<file path="config.mk">
export PLATFORM = sky130hd
export DESIGN_NAME = fft_seq_ctrl
export DESIGN_NICKNAME = d
export VERILOG_FILES = /design/src/rtl/fft_pkg.sv /design/src/rtl/fft_addr_delay.sv /design/src/rtl/fft_seq_ctrl.sv
export SDC_FILE = /design/constraint.sdc
export NUM_CORES = 1
export LEC_CHECK = 0
export BUFFER_PORTS_ARGS = -buffer_cell sky130_fd_sc_hd__buf_2
export CAP_MARGIN = 20
export CORE_MARGIN = 1
export CORE_UTILIZATION = 60
export CTS_BUF_LIST = sky130_fd_sc_hd__clkbuf_8
export CTS_CLUSTER_DIAMETER = 200
export CTS_CLUSTER_SIZE = 28
export DETAILED_ROUTE_END_ITERATION = 8
export MAX_ROUTING_LAYER = met4
export PLACE_DENSITY_LB_ADDON = 0.08
export SLEW_MARGIN = 10
export SYNTH_ARGS = -nofsm -noshare
export SYNTH_HDL_FRONTEND = slang
export SYNTH_HIERARCHICAL = 1
export SYNTH_SLANG_ARGS = --single-unit
</file>
<file path="constraint.sdc">
create_clock -name clk -period 4.85 [get_ports clk]
set_clock_uncertainty 0.1 [all_clocks]
set_input_delay 1.2125 -clock clk [delete_from_list [all_inputs] [get_ports clk]]
set_output_delay 1.2125 -clock clk [all_outputs]
set_load 0.03 [all_outputs]
</file>
<file path="src/rtl/fft_pkg.sv">
// Shared definitions for the radix-2 DIT FFT sequencer: state encoding,
// RAM write-source encoding and the bit-reversal helper.
package fft_pkg;

  typedef enum logic [1:0] {
    S_IDLE    = 2'd0,
    S_LOAD    = 2'd1,
    S_COMPUTE = 2'd2,
    S_UNLOAD  = 2'd3
  } state_e;

  localparam logic SEL_EXT = 1'b0;
  localparam logic SEL_BF  = 1'b1;

  // Reverses the low aw bits of x by shifting them out LSB-first.
  function automatic logic [31:0] bitrev(input logic [31:0] x, input int aw);
    logic [31:0] v;
    logic [31:0] r;
    v = x;
    r = '0;
    for (int i = 0; i < 32; i++) begin
      if (i < aw) begin
        r = {r[30:0], v[0]};
        v = v >> 1;
      end
    end
    return r;
  endfunction

endpackage

</file>
<file path="src/rtl/fft_addr_delay.sv">
// D-deep shift register carrying {valid, a, b} from the read side of a
// butterfly to the matching write-back cycle.
module fft_addr_delay
  import fft_pkg::*;
#(
  parameter int AW = 4,
  parameter int D  = 3
) (
  input  logic          clk,
  input  logic          rst,
  input  logic          valid_i,
  input  logic [AW-1:0] a_i,
  input  logic [AW-1:0] b_i,
  output logic          valid_o,
  output logic [AW-1:0] a_o,
  output logic [AW-1:0] b_o
);

  localparam int W = 1 + 2 * AW;

  logic [D*W-1:0] pipe_q;

  generate
    if (D == 1) begin : g_single
      always_ff @(posedge clk or posedge rst) begin
        if (rst) pipe_q <= '0;
        else     pipe_q <= {valid_i, a_i, b_i};
      end
    end else begin : g_multi
      always_ff @(posedge clk or posedge rst) begin
        if (rst) pipe_q <= '0;
        else     pipe_q <= {pipe_q[(D-1)*W-1:0], valid_i, a_i, b_i};
      end
    end
  endgenerate

  assign {valid_o, a_o, b_o} = pipe_q[D*W-1 -: W];

endmodule

</file>
<file path="src/rtl/fft_seq_ctrl.sv">
// Sequencer for an in-place radix-2 DIT FFT on a dual-port complex RAM:
// bit-reversed load, per-stage butterfly issue with delayed write-back, natural-order unload.
module fft_seq_ctrl
  import fft_pkg::*;
#(
  parameter  int N          = 16,
  parameter  int RD_LATENCY = 1,
  parameter  int BF_LATENCY = 2,
  localparam int AW         = $clog2(N)
) (
  input  logic          clk,
  input  logic          rst,
  input  logic          start,
  input  logic          in_valid,
  output logic          busy,
  output logic          done,
  output logic [AW-1:0] read_address1,
  output logic [AW-1:0] read_address2,
  output logic [AW-1:0] write_address1,
  output logic [AW-1:0] write_address2,
  output logic          wr_en,
  output logic          sel,
  output logic [AW-2:0] tw_index,
  output logic          out_valid,
  output logic [AW-1:0] out_index
);

  localparam int D  = RD_LATENCY + BF_LATENCY;
  localparam int DW = $clog2(D + 1);
  localparam int UW = $clog2(N + RD_LATENCY + 1) + 1;

  state_e          state_q, state_d;
  logic [AW-1:0]   loadCnt_q, loadCnt_d;
  logic [AW-1:0]   stage_q, stage_d;
  logic [AW-2:0]   bfly_q, bfly_d;
  logic            draining_q, draining_d;
  logic [DW-1:0]   drainCnt_q, drainCnt_d;
  logic [UW-1:0]   unloadCnt_q, unloadCnt_d;

  logic            issue;
  logic [AW-1:0]   kx, span, mask, addrA, addrB;
  logic            wbValid;
  logic [AW-1:0]   wbA, wbB;

  assign issue = (state_q == S_COMPUTE) && !draining_q;
  assign kx    = {1'b0, bfly_q};
  assign span  = AW'(1) << stage_q;
  assign mask  = span - AW'(1);
  assign addrA = ((kx >> stage_q) << (stage_q + 1'b1)) | (kx & mask);
  assign addrB = addrA + span;

  always_comb begin
    state_d     = state_q;
    loadCnt_d   = loadCnt_q;
    stage_d     = stage_q;
    bfly_d      = bfly_q;
    draining_d  = draining_q;
    drainCnt_d  = drainCnt_q;
    unloadCnt_d = unloadCnt_q;
    case (state_q)
      S_IDLE: begin
        if (start) begin
          state_d   = S_LOAD;
          loadCnt_d = '0;
        end
      end
      S_LOAD: begin
        if (in_valid) begin
          loadCnt_d = loadCnt_q + 1'b1;
          if (loadCnt_q == AW'(N - 1)) begin
            state_d    = S_COMPUTE;
            stage_d    = '0;
            bfly_d     = '0;
            draining_d = 1'b0;
            drainCnt_d = '0;
          end
        end
      end
      S_COMPUTE: begin
        // The drain window lets the last write of a stage land before the next stage reads.
        if (!draining_q) begin
          bfly_d = bfly_q + 1'b1;
          if (bfly_q == (AW-1)'(N / 2 - 1)) begin
            bfly_d     = '0;
            draining_d = 1'b1;
            drainCnt_d = '0;
          end
        end else begin
          drainCnt_d = drainCnt_q + 1'b1;
          if (drainCnt_q == DW'(D - 1)) begin
            draining_d = 1'b0;
            if (stage_q == AW'(AW - 1)) begin
              state_d     = S_UNLOAD;
              unloadCnt_d = '0;
            end else begin
              stage_d = stage_q + 1'b1;
            end
          end
        end
      end
      S_UNLOAD: begin
        unloadCnt_d = unloadCnt_q + 1'b1;
        if (unloadCnt_q == UW'(N + RD_LATENCY)) state_d = S_IDLE;
      end
      default: state_d = S_IDLE;
    endcase
  end

  always_ff @(posedge clk or posedge rst) begin
    if (rst) begin
      state_q     <= S_IDLE;
      loadCnt_q   <= '0;
      stage_q     <= '0;
      bfly_q      <= '0;
      draining_q  <= 1'b0;
      drainCnt_q  <= '0;
      unloadCnt_q <= '0;
    end else begin
      state_q     <= state_d;
      loadCnt_q   <= loadCnt_d;
      stage_q     <= stage_d;
      bfly_q      <= bfly_d;
      draining_q  <= draining_d;
      drainCnt_q  <= drainCnt_d;
      unloadCnt_q <= unloadCnt_d;
    end
  end

  fft_addr_delay #(.AW(AW), .D(D)) u_addr_delay (
    .clk     (clk),
    .rst     (rst),
    .valid_i (issue),
    .a_i     (addrA),
    .b_i     (addrB),
    .valid_o (wbValid),
    .a_o     (wbA),
    .b_o     (wbB)
  );

  always_comb begin
    busy           = (state_q != S_IDLE);
    done           = 1'b0;
    read_address1  = '0;
    read_address2  = '0;
    write_address1 = '0;
    write_address2 = '0;
    wr_en          = 1'b0;
    sel            = SEL_EXT;
    tw_index       = '0;
    out_valid      = 1'b0;
    out_index      = '0;
    case (state_q)
      S_LOAD: begin
        wr_en          = in_valid;
        write_address1 = AW'(bitrev(32'(loadCnt_q), AW));
      end
      S_COMPUTE: begin
        if (issue) begin
          read_address1 = addrA;
          read_address2 = addrB;
          tw_index      = (AW-1)'((kx & mask) << (AW - 1 - stage_q));
        end
        if (wbValid) begin
          wr_en          = 1'b1;
          sel            = SEL_BF;
          write_address1 = wbA;
          write_address2 = wbB;
        end
      end
      S_UNLOAD: begin
        if (unloadCnt_q < UW'(N)) read_address1 = unloadCnt_q[AW-1:0];
        // Read data appears RD_LATENCY cycles after its address.
        if (unloadCnt_q >= UW'(RD_LATENCY) && unloadCnt_q < UW'(N + RD_LATENCY)) begin
          out_valid = 1'b1;
          out_index = AW'(unloadCnt_q - UW'(RD_LATENCY));
        end
        done = (unloadCnt_q == UW'(N + RD_LATENCY));
      end
      default: ;
    endcase
  end

endmodule
</file>
==> flow_summary.yaml <==
timing:
  period_needed_ns: 4.70
  worst_slack_ns: 0.152
  fmax_mhz: 213
  worst_slew_pin_slew_ns: 0.900
  drv_slew: 0
  slew_headroom: 0.399
  hold_violations: 0
  finalCritPeriodShare: 0.969
  setup_viol: 0
critical_path:
  critical_path_class: "reg -> out"
  endpoint_kind: "output pin"
  crit_top_cell: "ha_1"
  cpLargestDelayFamily: "compound AO/OA/AOI/OAI gates"
  cp-start-kind: "flip-flop"
  worstPathMaxFanout: 8
  timing.critical_path.buf_inv: 2
  required_ns: 3.54
  slowest_delay_ns: 0.46
  crit_slowest_cell: "dfrtp_2"
  cp.arrival_ns: 3.39
  cp_cell_sequence: "or2_2 -> nor3_2 -> inv_1 -> ha_1 -> xnor2_1 -> o22ai_2 -> ha_1 -> a21oi_2 -> nand3_1 -> a2111o_1 -> a21oi_1 -> clkbuf_4"
layout:
  nets: 312
  final_cell_mix: "45 x dfrtp_1, 30 x buf_2, 17 x inv_1, 17 x nand2_1, 17 x ha_1"
  final_common_cell: "dfrtp_1"
  area_growth_pct: 9.56
  antenna_cells: 0
  layout-drive-gt1-share: 0.206
  fin_cells: 343
floorplanning:
  ioPinCount: 32
  rows: 24
  fp.dieW_um: 69.4
  die_area_sq_um: 4810
  coreArea_sq_um: 4350
  die_h_um: 69.4
  start_util: 0.625
cts:
  cts_htree_levels: 2
  clock_path_buffers: 2
  ctsRootBufferMaster: "clkbuf_8"
  cts_hold_buf: 0
  cts.sinks: 49
  postCtsSetupRepairBufs: 0
  numCtsBuffers: 5
  clk_pin_slew_ns: 0.10
  clk_latency_ns: 0.31
  cts_tree: "yes"
  post_cts_resized: 2
place:
  dp_slack_ns: 0.322
  port_buffers: 31
  dp_cells: 334
  place_hpwl_mm: 3.69
  place.gp.congestion: 0.848
power_and_ir_drop:
  power_frac_comb: 0.487
  p_switching_w: 0.000793
  power_frac_clock: 0.149
  p_sw_frac: 0.453
  leakage_nw: 1.45
  internal_power_w: 0.000957
  powerDensity_nw_per_um2: 587
  worst_ir_drop_vdd_mv: 0.310
  seq_power_share: 0.364
detailed_routing:
  vias: 2035
  drtIter0Drc: 125
  viasPerCell: 5.93
  wirelength_mm: 5.30
  drc_errors: 0
  avgRoutedWirePerCell_um: 15.5
  final_antenna_net_count: 0
  dr.pass1.iters: 4
synth:
  async_reset_ff_frac: 1.00
  synth_edf_count: 0
  synth.distinct_cells: 55
  synth_top_area_frac: 0.450
  syn_area_sq_um: 2720
  synthTopCellsByArea: "dfrtp_1 45%, ha_1 7.8%, a22o_1 2.9%"
  yosys_warnings: 6
  ys.flop_type: "dfrtp_1"
  synth-seq-area-share: 0.450
  synth_top_cell_by_area: "dfrtp_1"
  syn-instance-count: 269
  synth_nets: 291
  ys_ff_latch: 49
  syn_avg_cell_area_sq_um: 10.1
grt:
  grt_use_total: 0.244
  grt_overflow: 0
  grt_pass1_vias: 1872
  antenna_found_initial: 0
  grt_first_pass_wirelength_mm: 9.00
  grt_max_degree: 28
min_path:
  hold_class: "reg -> reg"
outcome:
  outcome: "finished, final reports clean"
flow_run:
  maxCapViolations: 0
state kept, by name (all words and copies together), names as in the netlist:
register             count
state_q                  2
drainCnt_q               2
u_addr_delay/pipe_q     27
stage_q                  4
bfly_q                   3
unloadCnt_q              6
draining_q               1
loadCnt_q                4
metrics by stage:
| stage | power, W | area (sq um) | util | TNS (ns) | hold WS (ns) |
|---|---|---|---|---|---|
| final | 0.00175 | 2980 | 0.685 | 0 | 0.255 |
| after global routing | 0.00188 | 2980 | 0.685 | -0.00669 | 0.260 |
| after CTS | 0.00174 | 2940 | 0.675 | 0 | 0.258 |
| after detailed placement | 0.00147 | 2830 | 0.651 | 0 | 0.235 |
| after global placement | 0.00146 | 2830 | 0.651 | 0 | 0.231 |
| after floorplan | 0.00131 | 2720 | - | 0 | 0.231 |
area by class of cell:
type                            count  area [sq um]
Fill cell                         337          1370
Multi-Input combinational cell    182          1340
Sequential cell                    49          1230
Timing Repair Buffer               33           180
Inverter                           19          71.3
Clock buffer                        5          68.8
Tap cell                           52          65.1
Clock inverter                      3          28.8
kinds of logic (layout without fill, tap and decap cells):
family,count (synthesis),in the layout,share of synthesized area
AOI/OAI and AO/OA,60,60,0.166
DFF,49,49,0.450
buffers and inverters,38,60,0.0689
muxes,5,5,0.0202
xor gates and xnor gates,7,7,0.0225
adders and majority gates,18,18,0.0855
and+or+nand+nor,92,92,0.186
worst paths after layout:
| kind | from | end | slack (ns) | cells past startpoint |
|---|---|---|---|---|
| worst max-delay path | stage_q[3] | read_address2[3] | 0.15 | 12 |
| worst min-delay path | u_addr_delay/pipe_q[12] | u_addr_delay/pipe_q[21] | 0.25 | 0 |
| worst max register to register | stage_q[3] | u_addr_delay/pipe_q[3] | 1.89 | 11 |
| worst min register to register | u_addr_delay/pipe_q[12] | u_addr_delay/pipe_q[21] | 0.25 | 0 |
| max in group asynchronous | rst | stage_q[3] | 3.06 | 2 |
| min in group asynchronous | rst | u_addr_delay/pipe_q[7] | 0.78 | 2 |
synthesized netlist by cell type, types with 6 or more instances:
cell       n
o21ai_0   13
dfrtp_1   49
nor3_1     7
nand2_1   17
buf_4      9
nor2_1    16
inv_1     17
a22o_1     9
nand3_1   10
nor2b_1    9
ha_1      17
a21oi_1    8
and3_1     6
clkbuf_1   6
power groups by stage:
| stage | sequential (W) | combinational [W] | clock [W] |
|---|---|---|---|
| global placement | 0.000638 | 0.000822 | 0 |
| finish | 0.000637 | 0.000852 | 0.000260 |
| detailed placement | 0.000642 | 0.000833 | 0 |
| floorplan | 0.000590 | 0.000716 | 0 |
| global route | 0.000654 | 0.000948 | 0.000282 |
| CTS | 0.000634 | 0.000840 | 0.000268 |
metal layers:
layer,vias to the layer above,GRT usage,wire length [um]
met5,-,-,0
li1,1004,-,-
met4,0,0.0975,92
met1,960,0.324,2480
met2,63,0.368,2530
met3,8,0.0509,199
Power figures use the tool's default switching activity.
